==> config.mk <==
export PLATFORM = sky130hd
export DESIGN_NAME = bubble_buffer_loader
export DESIGN_NICKNAME = d
export VERILOG_FILES = /design/src/rtl/bubble_buffer_loader.sv
export SDC_FILE = /design/constraint.sdc
export NUM_CORES = 1
export LEC_CHECK = 0
export ABC_AREA = 0
export CAP_MARGIN = 10
export CORE_AREA = 5 5 80 82
export CTS_CLUSTER_DIAMETER = 60
export DETAILED_ROUTE_END_ITERATION = 8
export DIE_AREA = 0 0 85 87
export GPL_ROUTABILITY_DRIVEN = 0
export HOLD_SLACK_MARGIN = 0.15
export PLACE_DENSITY = 0.82
export SYNTH_ARGS = -nofsm -noshare
export SYNTH_HDL_FRONTEND = slang
export SYNTH_SLANG_ARGS = --single-unit
==> constraint.sdc <==
create_clock -name master_clock -period 4.7 [get_ports master_clock]
set_clock_uncertainty 0.15 [all_clocks]
set_input_delay 0.94 -clock master_clock [delete_from_list [all_inputs] [get_ports master_clock]]
set_output_delay 0.94 -clock master_clock [all_outputs]
set_load 0.02 [all_outputs]
==> src/rtl/bubble_buffer_loader.sv <==
// rtl/bubble_buffer_loader.sv - fetches ROM bytes and unpacks them into 2-bit bubble buffer words
module bubble_buffer_loader #(
    parameter int PAGE_WORDS = 584,
    parameter int BOOT_WORDS = 2048
) (
    input  logic        master_clock,
    input  logic        power_good,
    input  logic        loader_enable,
    input  logic        load_page,
    input  logic        load_bootloader,
    input  logic [2:0]  image_number,
    input  logic [11:0] current_page,
    output logic [24:0] rom_address,
    output logic        rom_read_request,
    input  logic        rom_data_valid,
    input  logic [7:0]  rom_data_input,
    output logic [10:0] bubble_buffer_write_address,
    output logic [1:0]  bubble_buffer_write_data_input,
    output logic        bubble_buffer_write_enable,
    output logic        bubble_buffer_write_clock,
    output logic        loader_busy,
    output logic        load_done,
    output logic        load_overrun
);

    localparam logic [2:0] ST_IDLE   = 3'd0;
    localparam logic [2:0] ST_FETCH  = 3'd1;
    localparam logic [2:0] ST_SETUP  = 3'd2;
    localparam logic [2:0] ST_STROBE = 3'd3;
    localparam logic [2:0] ST_DONE   = 3'd4;

    localparam logic [10:0] PAGE_LAST = 11'(PAGE_WORDS - 1);
    localparam logic [10:0] BOOT_LAST = 11'(BOOT_WORDS - 1);

    logic [2:0]  state;
    logic        page_prev;
    logic        boot_prev;
    logic        edge_armed;
    logic        page_edge;
    logic        boot_edge;
    logic        any_edge;
    logic [2:0]  image_q;
    logic        boot_q;
    logic [11:0] page_q;
    logic [8:0]  byte_index;
    logic [1:0]  pair_idx;
    logic [7:0]  byte_q;
    logic [10:0] word_count;
    logic [10:0] last_word;
    logic        overrun_q;
    logic [1:0]  word_data;

    // edge_armed stays low for the first clock after reset so a request held
    // high across reset release is seeded into the previous-sample registers
    // instead of being mistaken for a fresh edge.
    assign page_edge = edge_armed & load_page & ~page_prev;
    assign boot_edge = edge_armed & load_bootloader & ~boot_prev;
    assign any_edge  = page_edge | boot_edge;

    always_ff @(posedge master_clock or negedge power_good) begin
        if (!power_good) begin
            state      <= ST_IDLE;
            page_prev  <= 1'b0;
            boot_prev  <= 1'b0;
            edge_armed <= 1'b0;
            image_q    <= 3'd0;
            boot_q     <= 1'b0;
            page_q     <= 12'd0;
            byte_index <= 9'd0;
            pair_idx   <= 2'd0;
            byte_q     <= 8'd0;
            word_count <= 11'd0;
            last_word  <= 11'd0;
            overrun_q  <= 1'b0;
        end else begin
            page_prev  <= load_page;
            boot_prev  <= load_bootloader;
            edge_armed <= 1'b1;
            if (any_edge && state != ST_IDLE) begin
                overrun_q <= 1'b1;
            end
            if (!loader_enable) begin
                state <= ST_IDLE;
            end else begin
                case (state)
                    ST_IDLE: begin
                        if (any_edge) begin
                            // bootloader wins when both requests rise together
                            state      <= ST_FETCH;
                            image_q    <= image_number;
                            boot_q     <= boot_edge;
                            page_q     <= boot_edge ? 12'd0 : current_page;
                            last_word  <= boot_edge ? BOOT_LAST : PAGE_LAST;
                            byte_index <= 9'd0;
                            pair_idx   <= 2'd0;
                            word_count <= 11'd0;
                        end
                    end
                    ST_FETCH: begin
                        if (rom_data_valid) begin
                            byte_q <= rom_data_input;
                            state  <= ST_SETUP;
                        end
                    end
                    ST_SETUP: begin
                        state <= ST_STROBE;
                    end
                    ST_STROBE: begin
                        // the final word does not advance the address, so it
                        // never wraps past 2047 and unused pairs are dropped
                        if (word_count == last_word) begin
                            state <= ST_DONE;
                        end else begin
                            word_count <= word_count + 11'd1;
                            if (pair_idx == 2'd3) begin
                                pair_idx   <= 2'd0;
                                byte_index <= byte_index + 9'd1;
                                state      <= ST_FETCH;
                            end else begin
                                pair_idx <= pair_idx + 2'd1;
                                state    <= ST_SETUP;
                            end
                        end
                    end
                    ST_DONE: begin
                        state <= ST_IDLE;
                    end
                    default: begin
                        state <= ST_IDLE;
                    end
                endcase
            end
        end
    end

    always_comb begin
        word_data = 2'b00;
        case (pair_idx)
            2'd0: word_data = byte_q[7:6];
            2'd1: word_data = byte_q[5:4];
            2'd2: word_data = byte_q[3:2];
            2'd3: word_data = byte_q[1:0];
            default: word_data = 2'b00;
        endcase
    end

    assign rom_address                    = {image_q, boot_q, page_q, byte_index};
    assign rom_read_request               = (state == ST_FETCH);
    assign bubble_buffer_write_address    = word_count;
    assign bubble_buffer_write_data_input = word_data;
    assign bubble_buffer_write_enable     = (state == ST_SETUP) || (state == ST_STROBE);
    assign bubble_buffer_write_clock      = (state == ST_STROBE);
    assign loader_busy                    = (state != ST_IDLE);
    assign load_done                      = (state == ST_DONE);
    assign load_overrun                   = overrun_q;

endmodule
Word level (Yosys, flattened, before mapping)
Cells that the tools add are included.

Flip-flop bits (word level): 64. Input bits: 29. Output and inout bits: 44.

Add/sub/neg operators: 3. Equality and inequality tests: 13. Mux-type cells: 20. Bitwise operators: 7. Reductions and logical operators: 11.

Operator list (count): $mux W11 (3); $mux W9 (3); $pmux W11 S2 (1); $pmux W9 S2 (1); $mux W12 (1); $mux W3 (4); $pmux W3 S4 (1); $add A11 B1 Y11 const B (1); $eq A11 B11 Y1 (1); $add A9 B1 Y9 const B (1); $mux W2 (4); $pmux W2 S4 (1); $eq A3 B2 Y1 const B (2); $reduce_and A3 Y1 (2); $reduce_and A5 Y1 (1); $and A1 B1 Y1 (4); $eq A2 B2 Y1 const B (2); $ne A2 B2 Y1 const B (2); $pmux W2 S2 (1); $reduce_and A4 Y1 (1); $eq A3 B1 Y1 const B (1); $eq A3 B3 Y1 const B (1); $logic_not A3 Y1 (1); $ne A3 B2 Y1 const B (1); other kinds (12) (13).

Depth between registers and ports, before layout
Depth in word-level cells: 6. Gate-level depth with buffers: 8. Depth with buffers taken out: 6.

Worst setup path before layout
OpenSTA, ideal clock, no wires.

Path kind: input to register. Start point: input loader_enable. End point: register word_count[8], in the netlist bubble_buffer_write_address[8]. Arrival time: 2.147 ns. Required time: 4.416 ns. Setup slack: 2.269 ns. Stages: 6. Buffers on the path: 2. Cell sequence: or4b_1 a211o_1 buf_2 buf_2 nand2_1 mux2i_1.

Word-level cells in the longest chain between the ends: 1.

Ends and longest elaborated chain: start, declared (line 8) `input logic loader_enable,`; $reduce_and A4 Y1 (no source line); end signal, assigned (line 114) `word_count <= word_count + 11'd1;`; end, declared (line 48) `logic [10:0] word_count;`.

No other way between the ends. A chain may end at the register's enable or synchronous reset.

Worst setup path after layout
Start point: register state[1]. End point: output bubble_buffer_write_clock.

Word-level cells in the longest chain between the ends: 1.

Ends and longest elaborated chain: start, declared (line 35) `logic [2:0] state;`; start signal, assigned (line 62) `state <= ST_IDLE;`; start signal, assigned (line 83) `state <= ST_IDLE;`; start signal, assigned (line 89) `state <= ST_FETCH;`; $eq A3 B2 Y1 (line 152) `assign bubble_buffer_write_clock = (state == ST_STROBE);`; end, declared (line 20) `output logic bubble_buffer_write_clock,`.

No other way between the ends.

==> results.md <==
* Run status: completed
* First DRT Iteration DRCs at 192
* Xor and xnor fraction of the mapped netlist area at 0
* Initial antenna violation count at 0
* First-pass GRT wire length at approximately 11,000 um
* Hold bufs inserted after CTS at 0
* Number of enable-type register cells in the synthesized netlist at 0
* Nets at 389
* Relative slew slack at 0.410
* Required time worst endpoint at 3.61 ns
* Nature of the critical path endpoint: output port
* Layout filler cell count at 489
* Total wire length at 6720 um
* Count of cells along the worst register-to-register path at 5
* Max cap viols at 0
* Final cell area excluding filler cells at 3650 um^2
* Crit path max-delay family: buffers and inverters
* Synthesized-area fraction occupied by and/or/nand/nor cells at 0.243
* Worst hold path class: reg -> reg
* H-tree lvl count at 2
* Count of boundary I/O pins at 73
* Kind of start point of the critical path: flop
* Vias in the first global route at approximately 2.3k
* Dominant combinational cell family by area after synthesis: simple AND/OR/NAND/NOR gates
* Worst hold endpoint: page_q[4]$_DFFE_PN0P_
* Cell taking the most area after synthesis: sky130_fd_sc_hd__dfrtp_1
* Vias/cell at 5.62
* Per-cell routed wire length at 15.6 um
* Remaining global-route overflow at 0
* Critical path data arrival time at 2.11 ns
* Cell depth of the worst setup path at 3
* Final period utilization at 0.680
* Nets in the synthesized netlist at 321
* Critical path's largest stage delay at 0.68 ns
* Most instantiated flip-flop cell in the synthesis netlist: sky130_fd_sc_hd__dfrtp_1
* PD cells at 324 nW/um^2
* Hold Crit Depth at 2
* Count of mapped cells out of synthesis at approximately 290
* Area contributors post-synth: sky130_fd_sc_hd__dfrtp_1, sky130_fd_sc_hd__nand2_1, sky130_fd_sc_hd__nand3_1
* Diodes inserted at 0
* Fraction of the mapped netlist area in adder cells at 0.0268
* Sequential element share of the synthesized area at 0.483
* Final Hold Viols at 0
* Maximum root-to-sink buffer count at 2
* Clk Latency, worst-skew pair at 0.30 ns
* CTS Buf Count at 5
* Slowest library cell on the worst path: sky130_fd_sc_hd__clkdlybuf4s50_1
* Category of the most critical setup path: reg -> out
* Quantity of gates resized following cts at 0
* Post-detailed-placement half-perimeter wirelength at 4900 um
* Post-route minimum period at about 3.2 ns
* Highest clock rate at 313 MHz
* Number of buffers and inverters on the critical path at 2
* Flip-flop and latch count after synthesis at 54
* Syn avg cell area at 9.78 um^2
* Placed standard-cell area at ~3500 um^2
* Mapped Area at 2800 um^2
* Number of synthesis warnings at 0
* Share of cell area taken by muxes after synthesis at 0.0684
* Launching point of the worst reg2reg path: state[1]$_DFFE_PN0P_
* DRT Pass-1 Iters at 4
* Leakage power figure at 0.00159 uW
* Async S/R FF share, synth at 1.00
* Core Region at 5680 um^2
* Worst r2r dst: bubble_buffer_write_address[5]$_DFFE_PN0P_
* Slew @ Worst Pin at 0.886 ns
* Highest ir drop seen on vdd at 218 uV
* Number of post-CTS setup repair buffers at 0
* Largest net degree at the start of global routing at 55
* Worst Min Path Start: page_q[4]$_DFFE_PN0P_
* I/O Buffers at 72
* Fraction of layout instances using a drive strength above 1 at 0.0901
* Die X-Extent at 85 um
* Critical-path cell list: nand3b_1 -> inv_1 -> clkdlybuf4s50_1
* Area fraction of the dominant cell type after synthesis at 0.483
* Total global routing track utilization at 0.189
* Area Overhead vs Synth at 30.6%
* Final ANT Viol Nets at 0
* Die footprint at between 7000 and 8000 um^2
* Vias at 2,417
* Number of pins with negative max-slew slack in the final report at 0
* Compound-gate portion of the synthesized area at 0.134
* Clock sink count at 54
* Clock tree from TritonCTS: built
* Clock Pin Slew Worst Setup and Hold Paths at 0.09 ns
* Root Buffer: sky130_fd_sc_hd__clkbuf_8
* Count of cell types in the netlist at 53
* Row Count at 28
* Worst reg-to-reg setup slack at about 2.3 ns
* Initial Util at 0.493
* Final-report setup violation count at 0
* Fin Setup TNS at 0 ns
* Maximum fanout along the worst path at 12
* Unrepaired setup endpoints after global routing: no
* DRC at 0
* Die Span Y at 87 um
power breakdown:
part	total [uW]	switching [uW]	internal (uW)
combinational	304	154	150
clock	307	147	160
sequential	574	43.7	530
total	1180	345	840
stage by stage:
| stage | cells | hold WS [ns] | utilization | setup slack (ns) | total power (uW) |
|---|---|---|---|---|---|
| after floorplan | 286 | 0.307 | - | 2.27 | 735 |
| after global placement | 422 | 0.301 | 0.625 | 1.28 | 881 |
| after detailed placement | 422 | 0.308 | 0.625 | 1.20 | 889 |
| after CTS | 430 | 0.332 | 0.644 | 1.51 | 1190 |
| after global routing | 430 | 0.357 | 0.644 | 1.36 | 1240 |
| final | 430 | 0.327 | 0.644 | 1.50 | 1180 |
state kept, by name, summed over array words and instances (netlist names):
name	flops
page_q	12
bubble_buffer_write_address	11
byte_index	9
byte_q	8
image_q	3
state	3
last_word	2
pair_idx	2
boot_prev	1
edge_armed	1
load_overrun	1
page_prev	1
tightest hold or removal path, delay by kind of cell (launching register included):
kind,cells,cell delay [ns]
flip-flops,1,0.35
AND/OR/NAND/NOR,2,0.10
logic make-up after synthesis:
family	count (synthesis)
adders and majority gates	6
and+or+nand+nor	130
muxes	18
AOI/OAI and AO/OA	52
buffers and inverters	25
other	1
DFF	54
final cells by class:
class                      instances  area (um^2)  share of cell area
inverter                          12         45.0              0.0123
clock buffer                       7         76.3              0.0209
sequential                        54         1350               0.370
multi-input combinational        207         1330               0.363
timing repair buffer              74          731               0.200
tap                               75         93.8              0.0257
clock inverter                     1         30.0             0.00822
Yosys cell counts (7+ instances only):
master / number
sky130_fd_sc_hd__a21oi_1: 10
sky130_fd_sc_hd__buf_2: 9
sky130_fd_sc_hd__o21ai_0: 11
sky130_fd_sc_hd__mux2_2: 9
sky130_fd_sc_hd__nor3_1: 8
sky130_fd_sc_hd__nand2_1: 48
sky130_fd_sc_hd__dfrtp_1: 54
sky130_fd_sc_hd__nor2_1: 7
sky130_fd_sc_hd__inv_1: 12
sky130_fd_sc_hd__mux2i_1: 9
sky130_fd_sc_hd__nand3_1: 25
sky130_fd_sc_hd__nand2b_1: 9
worst max-delay path by stage:
stage	slack (ns)	to	startpoint
2_1_floorplan	2.27	bubble_buffer_write_address[8]$_DFFE_PN0P_	loader_enable
3_3_place_gp	1.28	byte_index[8]$_DFFE_PN0P_	loader_enable
3_5_place_dp	1.20	byte_index[8]$_DFFE_PN0P_	loader_enable
4_1_cts	1.51	bubble_buffer_write_clock	state[1]$_DFFE_PN0P_
5_1_grt	1.36	bubble_buffer_write_clock	state[1]$_DFFE_PN0P_
6_report	1.50	bubble_buffer_write_clock	state[1]$_DFFE_PN0P_
routing by layer:
| layer | share of wire | track usage | wire length [um] | vias to the layer above |
|---|---|---|---|---|
| met5 | 0 | 0 | 0 | - |
| met4 | 0.010 | 0.0388 | 68 | 0 |
| met3 | 0.052 | 0.0369 | 349 | 5 |
| met2 | 0.50 | 0.312 | 3380 | 68 |
| met1 | 0.43 | 0.262 | 2920 | 1181 |
| li1 | - | - | - | 1163 |
cell usage in the layout (no fill, tap or decap), drive strengths merged, types with 4 or more instances in the layout:
cell and count:
mux2 9, nor3 10, or3 4, nor4 4
or4 5, ha 6, clkbuf 7, nand4 4
nor2 7, nand2b 9, clkdlybuf4s50 71, mux2i 9
nand2 48, o31ai 4, inv 12, dfrtp 54
o21ai 12, nand3 25, a21oi 10
Power figures use the tool's default switching activity.
